`config.mk`:
```
export PLATFORM = sky130hd
export DESIGN_NAME = de_regfile_scoreboard
export DESIGN_NICKNAME = d
export VERILOG_FILES = /design/src/rtl/de_regfile_scoreboard_pkg.sv /design/src/rtl/de_regfile_scoreboard_sb_counter.sv /design/src/rtl/de_regfile_scoreboard.sv
export SDC_FILE = /design/constraint.sdc
export NUM_CORES = 2
export LEC_CHECK = 0
export BUFFER_PORTS_ARGS = -buffer_cell sky130_fd_sc_hd__buf_4
export CAP_MARGIN = 10
export CORE_AREA = 2 2 430 432
export DETAILED_ROUTE_END_ITERATION = 10
export DIE_AREA = 0 0 432 434
export PLACE_DENSITY = 0.63
export SLEW_MARGIN = 40
export SYNTH_ARGS = -nofsm -noshare
export SYNTH_HDL_FRONTEND = slang
export SYNTH_SLANG_ARGS = --single-unit
```
`constraint.sdc`:
```
create_clock -name clk -period 4.3 [get_ports clk]
set_input_delay 0.86 -clock clk [delete_from_list [all_inputs] [get_ports clk]]
set_output_delay 0.86 -clock clk [all_outputs]
set_load 0.05 [all_outputs]
```
`src/rtl/de_regfile_scoreboard_pkg.sv`:
```
// Shared sizing defaults for the DE-stage register file and its scoreboard.
// Latency: n/a (types and constants only).
// Backpressure: n/a.
package de_regfile_scoreboard_pkg;

    localparam int DEF_DBITS     = 32;
    localparam int DEF_REGWORDS  = 32;
    localparam int DEF_REGNOBITS = 5;
    localparam int DEF_NUM_RD    = 2;
    localparam int DEF_NUM_WB    = 1;
    localparam int DEF_CNTBITS   = 2;

    // Width needed to count every writeback port plus the squash port
    // hitting the same register in one cycle.
    function automatic int dec_width(input int num_wb);
        return $clog2(num_wb + 2);
    endfunction

endpackage

```
`src/rtl/de_regfile_scoreboard_sb_counter.sv`:
```
// Pending-write counter for one register: +1 on issue, -N on retire/squash, saturating.
// Latency: new count visible the cycle after the update; underflow is combinational.
// Backpressure: none; the caller must avoid overflow (stall at max), underflow clamps to 0.
// Ports: clk, reset (async active-low), inc, dec (multi-count), cnt, underflow.
module de_regfile_scoreboard_sb_counter #(
    parameter int CNTBITS = 2,
    parameter int DECW    = 2
) (
    input  logic               clk,
    input  logic               reset,
    input  logic               inc,
    input  logic [DECW-1:0]    dec,
    output logic [CNTBITS-1:0] cnt,
    output logic               underflow
);

    // Two guard bits over the counter: one for headroom above the max, one as sign.
    localparam int AW = (CNTBITS + 2 > DECW + 1) ? CNTBITS + 2 : DECW + 1;

    logic [AW-1:0] sum;

    assign sum       = AW'(cnt) + AW'(inc) - AW'(dec);
    assign underflow = sum[AW-1];

    always_ff @(posedge clk or negedge reset) begin
        if (!reset) begin
            cnt <= '0;
        end else if (underflow) begin
            cnt <= '0;
        end else if (|sum[AW-2:CNTBITS]) begin
            cnt <= '1;
        end else begin
            cnt <= sum[CNTBITS-1:0];
        end
    end

endmodule

```
`src/rtl/de_regfile_scoreboard.sv`:
```
// DE-stage register file with per-register pending-write scoreboard and WB bypass.
// Latency: operands combinational (same-cycle WB bypass); scoreboard updates next cycle.
// Backpressure: stall holds decode on RAW hazards or a full pending counter.
// Ports: issue_* / rs_* from decode, rs_data/stall/issue_accept back; wb_* from WB;
//        squash_* from AGEX; busy_vec and sticky sb_err for observation.
module de_regfile_scoreboard
    import de_regfile_scoreboard_pkg::*;
#(
    parameter int DBITS     = DEF_DBITS,
    parameter int REGWORDS  = DEF_REGWORDS,
    parameter int REGNOBITS = DEF_REGNOBITS,
    parameter int NUM_RD    = DEF_NUM_RD,
    parameter int NUM_WB    = DEF_NUM_WB,
    parameter int CNTBITS   = DEF_CNTBITS
) (
    input  logic                        clk,
    input  logic                        reset,
    input  logic                        issue_valid,
    input  logic [NUM_RD*REGNOBITS-1:0] rs_addr,
    input  logic [NUM_RD-1:0]           rs_use,
    input  logic                        issue_wr,
    input  logic [REGNOBITS-1:0]        issue_rd,
    output logic [NUM_RD*DBITS-1:0]     rs_data,
    output logic                        stall,
    output logic                        issue_accept,
    input  logic [NUM_WB-1:0]           wb_valid,
    input  logic [NUM_WB*REGNOBITS-1:0] wb_regno,
    input  logic [NUM_WB*DBITS-1:0]     wb_data,
    input  logic [NUM_WB-1:0]           wb_dec,
    input  logic                        squash_valid,
    input  logic [REGNOBITS-1:0]        squash_regno,
    output logic [REGWORDS-1:0]         busy_vec,
    output logic                        sb_err
);

    localparam int DECW = dec_width(NUM_WB);
    localparam logic [CNTBITS-1:0] CNT_MAX = '1;

    logic [DBITS-1:0]     regs      [REGWORDS];
    logic [CNTBITS-1:0]   cnt       [REGWORDS];
    logic [REGNOBITS-1:0] src_addr  [NUM_RD];
    logic [NUM_RD-1:0]    src_rdy;
    logic [REGWORDS-1:1]  inc_vec;
    logic [REGWORDS-1:1]  uflow_vec;
    logic [DECW-1:0]      dec_cnt   [1:REGWORDS-1];

    // r0 is hard-wired: never pending.
    assign cnt[0] = '0;

    for (genvar i = 0; i < NUM_RD; i++) begin : g_src
        assign src_addr[i] = rs_addr[i*REGNOBITS +: REGNOBITS];
    end

    // Operand mux: register file value, overridden by a matching writeback.
    // Later ports overwrite earlier ones so the highest index wins.
    always_comb begin
        rs_data = '0;
        for (int i = 0; i < NUM_RD; i++) begin
            if (src_addr[i] != '0) begin
                rs_data[i*DBITS +: DBITS] = regs[src_addr[i]];
                for (int j = 0; j < NUM_WB; j++) begin
                    if (wb_valid[j] && wb_regno[j*REGNOBITS +: REGNOBITS] == src_addr[i]) begin
                        rs_data[i*DBITS +: DBITS] = wb_data[j*DBITS +: DBITS];
                    end
                end
            end
        end
    end

    // A source with exactly one outstanding write is ready if that write
    // retires this cycle, since its value arrives through the bypass.
    always_comb begin
        src_rdy = '0;
        for (int i = 0; i < NUM_RD; i++) begin
            logic retire_hit;
            retire_hit = 1'b0;
            for (int j = 0; j < NUM_WB; j++) begin
                if (wb_valid[j] && wb_dec[j] &&
                    wb_regno[j*REGNOBITS +: REGNOBITS] == src_addr[i]) begin
                    retire_hit = 1'b1;
                end
            end
            src_rdy[i] = !rs_use[i] || (src_addr[i] == '0) || (cnt[src_addr[i]] == '0) ||
                         ((cnt[src_addr[i]] == CNTBITS'(1)) && retire_hit);
        end
    end

    // The full-counter check ignores same-cycle decrements on purpose: keeps
    // the stall path short at the cost of an occasional extra bubble.
    assign stall = issue_valid &&
                   (!(&src_rdy) ||
                    (issue_wr && issue_rd != '0 && cnt[issue_rd] == CNT_MAX));
    assign issue_accept = issue_valid && !stall;

    always_comb begin
        inc_vec = '0;
        for (int r = 1; r < REGWORDS; r++) begin
            inc_vec[r] = issue_accept && issue_wr && (issue_rd == REGNOBITS'(r));
            dec_cnt[r] = '0;
            for (int j = 0; j < NUM_WB; j++) begin
                if (wb_valid[j] && wb_dec[j] &&
                    wb_regno[j*REGNOBITS +: REGNOBITS] == REGNOBITS'(r)) begin
                    dec_cnt[r] = dec_cnt[r] + DECW'(1);
                end
            end
            if (squash_valid && squash_regno == REGNOBITS'(r)) begin
                dec_cnt[r] = dec_cnt[r] + DECW'(1);
            end
        end
    end

    for (genvar r = 1; r < REGWORDS; r++) begin : g_cnt
        de_regfile_scoreboard_sb_counter #(
            .CNTBITS (CNTBITS),
            .DECW    (DECW)
        ) u_cnt (
            .clk       (clk),
            .reset     (reset),
            .inc       (inc_vec[r]),
            .dec       (dec_cnt[r]),
            .cnt       (cnt[r]),
            .underflow (uflow_vec[r])
        );
    end

    // Derived from counter state only, so an async reset clears it immediately.
    always_comb begin
        busy_vec = '0;
        for (int r = 0; r < REGWORDS; r++) begin
            busy_vec[r] = (cnt[r] != '0);
        end
    end

    always_ff @(posedge clk or negedge reset) begin
        if (!reset) begin
            sb_err <= 1'b0;
        end else if (|uflow_vec) begin
            sb_err <= 1'b1;
        end
    end

    // Writes in port order so the highest port wins a same-register collision.
    always_ff @(posedge clk or negedge reset) begin
        if (!reset) begin
            for (int r = 0; r < REGWORDS; r++) begin
                regs[r] <= '0;
            end
        end else begin
            for (int j = 0; j < NUM_WB; j++) begin
                if (wb_valid[j] && wb_regno[j*REGNOBITS +: REGNOBITS] != '0) begin
                    regs[wb_regno[j*REGNOBITS +: REGNOBITS]] <= wb_data[j*DBITS +: DBITS];
                end
            end
        end
    end

endmodule

```
==> summary.txt <==
Status
  – Outcome: complete, but fails checks
  – Failing checks: negative setup slack

Routing
  – Post-route ant nets: 0
  – Drt first pass iters: 5
  – Total wire length: 213 mm
  – DR vias: 42.3k
  – Routed vias/inst: 5.89
  – First-iteration detailed-routing DRC count: 3775
  – DRC violations left: 0
  – Wire length per cell: 29.6 um

Clock network
  – Clock transition at path regs: 0.06 ns
  – Clock buffer depth: 3
  – Htree depth: 3
  – Sink Count: 1087
  – Root Buffer: clkbuf_16
  – CTS buffer count: 121
  – Worst-skew pair later-pin latency: 0.78 ns
  – CTS tree: done

Worst hold path
  – Hold_sp: regs[1004]
  – Hold depth: 0
  – Worst Hold Path EP: regs[1004]
  – HP Class: flop to flop

Global route
  – Antenna violations before repair: 6
  – Largest net degree at the start of global routing: 104
  – Total GRT Usage: 22.6%
  – Total grt overflow: 0
  – First-pass GRT wire length: 309 mm
  – Vias in the first global route: 44.1k

Synthesis
  – Yosys reg bits: 1087
  – Syn nets: 4621
  – Netlist cell types: 57
  – Synth Cell Area: 63700 sq um
  – Share of flip-flops with an asynchronous set or reset: 100%
  – Syn avg cell area: 14.6 sq um
  – Ys flop type: dfrtp_1
  – Synth Warn #: 0
  – Gate Count Post-Synth: 4369
  – EDFF count, synth: 0
  – Register area share after synthesis: 42.7%

Power
  – LEAKAGE: 0.0332 uW
  – Comb power frac: 31.1%
  – Maximum VDD drop: 414 uV
  – Net Switching: 11600 uW
  – Pwr dens: 474 nW/um^2
  – Pint: 24800 uW
  – Total Power: 36300 uW
  – Sequential power share: 38.3%
  – Switching Share: 31.8%
  – Clock power share: 30.6%

Layout
  – Final Instance Count excl. Fillers: 7179
  – ANT cells: 0
  – Layout cells sized above 1: 56.6%
  – Area Overhead vs Synth: 20.4%
  – Final net count: 4940

Critical path
  – Critical Path Fanout Max: 6
  – CP startpoint: g_cnt[16].u_cnt.cnt[1]
  – Reg2reg end: sb_err
  – Worst setup SP type: flop
  – Flop-to-flop setup slack: -0.13 ns
  – Req. time, crit path: 4.95 ns
  – Crit path DAT: 5.09 ns
  – FF-to-FF Start: g_cnt[16].u_cnt.cnt[1]
  – CP Capture Type: flop
  – Setup CP Type: flop to flop
  – FF-to-FF path depth: 18

STA
  – Final period util: 103%
  – Final setup vio count: 1
  – TNS Setup: -0.132 ns
  – Worst-Margin Slew: 0.881 ns
  – Final setup skew: 0.0558 ns
  – Achievable Freq: 226 MHz
  – Slew Limit Headroom: 41.2%
  – PnR worst setup slack: -0.132 ns
  – RSZ-0062 raised after global routing: true
  – Final Critical Period: 4.43 ns
  – Final Slew Violations: 0
  – Final hold vios: 0

Place
  – Detail Placement HPWL: 123 mm
  – Routability Congestion: 0.929
  – DP Cell Count: 6880
  – PortBufs: 163
  – Pre-CTS setup slack: -0.945 ns

Job
  – Max Cap Viol: 0

Floorplanning
  – Die width: 432 um
  – Core Area: 182000 sq um
  – Die Y: 434 um
  – Initial Utilization: 34.9%
  – Die area: 187000 sq um
  – Ports: 165
  – Core Rows: 157
## cells by family after synthesis
logic type | share of synthesized area (%)
multiplexers | 42.5
flip-flops | 42.7
buffers and inverters | 4.09
AND/OR/NAND/NOR | 3.00
AO/OA/AOI/OAI | 3.08
adder cells (fa/ha/maj) | 4.38
XOR/XNOR | 0.193
other | 0.00589
## placed cells by master (no fill, tap or decap), drive strengths merged, types with 8 or more instances in the layout
cell,Yosys,final
a211oi,67,67
a21oi,11,11
buf,120,616
bufinv,0,14
clkbuf,315,177
clkinv,0,38
dfrtp,1087,1087
fa,62,62
ha,124,124
inv,214,217
mux2,1000,1000
mux2i,79,79
mux4,667,667
nand2,35,35
nand3,30,30
nand3b,11,11
nand4,8,8
nor2,214,214
nor2b,8,8
nor3,35,35
o21ai,93,93
o311a,54,54
o31ai,26,26
or2,34,34
xor2,10,10
## critical path, stage by stage (launching register included)
cell	delay, ns
dfrtp_2	0.47
mux4_2	0.50
nor4b_2	0.31
nor4_2	0.09
a31oi_1	0.14
a21oi_1	0.06
or4_4	0.47
buf_12	0.18
nor3_4	0.19
buf_4	0.14
ha_2	0.16
inv_1	0.05
fa_1	0.47
o31ai_2	0.23
buf_4	0.15
nand4_1	0.18
nor4_2	0.27
buf_4	0.17
nand3_2	0.06
## worst max path at each step
stage	end	slack (ns)	cells past startpoint
final	sb_err	-0.13	18
after global routing	sb_err	-0.37	17
after CTS	sb_err	-0.07	18
after detailed placement	sb_err	-0.94	20
after global placement	sb_err	-0.91	19
after floorplan	rs_data[0]	-0.17	9
## routing by layer
layer | GRT usage, % | vias up | part of all wire [%]
li1 | - | 17300 | -
met1 | 29.0 | 22900 | 40
met2 | 37.5 | 1570 | 49
met3 | 4.28 | 414 | 7.0
met4 | 9.05 | 12 | 4.4
met5 | 0 | - | 0.033
## power by group through the flow
| stage | Sequential (uW) | Combinational (uW) | Clock (uW) |
|---|---|---|---|
| 6_report | 13900 | 11300 | 11100 |
| 5_1_grt | 14200 | 12000 | 11700 |
| 4_1_cts | 13900 | 11300 | 11300 |
| 3_5_place_dp | 14000 | 10900 | 0 |
| 3_3_place_gp | 13900 | 10700 | 0 |
| 2_1_floorplan | 13400 | 7520 | 0 |
## timing repair
| action | in CTS | in global routing |
|---|---|---|
| resized for setup | 124 | 67 |
| buffers inserted | 19 | 21 |
| hold buffers | 1 | 0 |
| gates cloned | 21 | 7 |
| pin swaps | 15 | 14 |
| hold endpoints to repair | 20 | 0 |
| endpoints found under the setup margin | 65 | 78 |
## synthesized netlist by cell type (30+ instances only)
cell,n,area share [%]
dfrtp_1,1087,43
nand3_1,30,0.24
mux2i_1,79,1.2
mux2_2,999,18
fa_1,62,1.9
mux4_2,663,23
inv_1,213,1.3
a211oi_1,67,0.79
nand2_1,35,0.21
clkbuf_1,315,1.9
nor2_1,213,1.3
ha_1,124,2.4
buf_1,39,0.23
o21ai_0,92,0.72
buf_2,69,0.54
nor3_1,35,0.28
or2_2,34,0.33
o311a_1,54,0.85
## final cells by class
type,count,area (sq um)
multi-input cells,2633,34800
inverters,214,805
clock buffers,170,3460
well taps,2385,2980
repair buffers,631,6530
flip-flops and latches,1087,27200
clock inverters,59,821
fillers,16400,106000
## registers in the layout, summed over array words and instances, names as in the netlist
signal / cells
regs: 1024
g_cnt.u_cnt.cnt: 62
sb_err: 1
## stage by stage
stage | hold slack, ns | utilization (%) | instance area (sq um)
3_5_place_dp | 0.383 | 38.6 | 70500
4_1_cts | 0.397 | 41.7 | 76000
5_1_grt | 0.406 | 42.0 | 76700
3_3_place_gp | 0.377 | 38.5 | 70300
2_1_floorplan | 0.441 | - | 64000
6_report | 0.393 | 42.0 | 76700
Power figures use the tool's default switching activity.
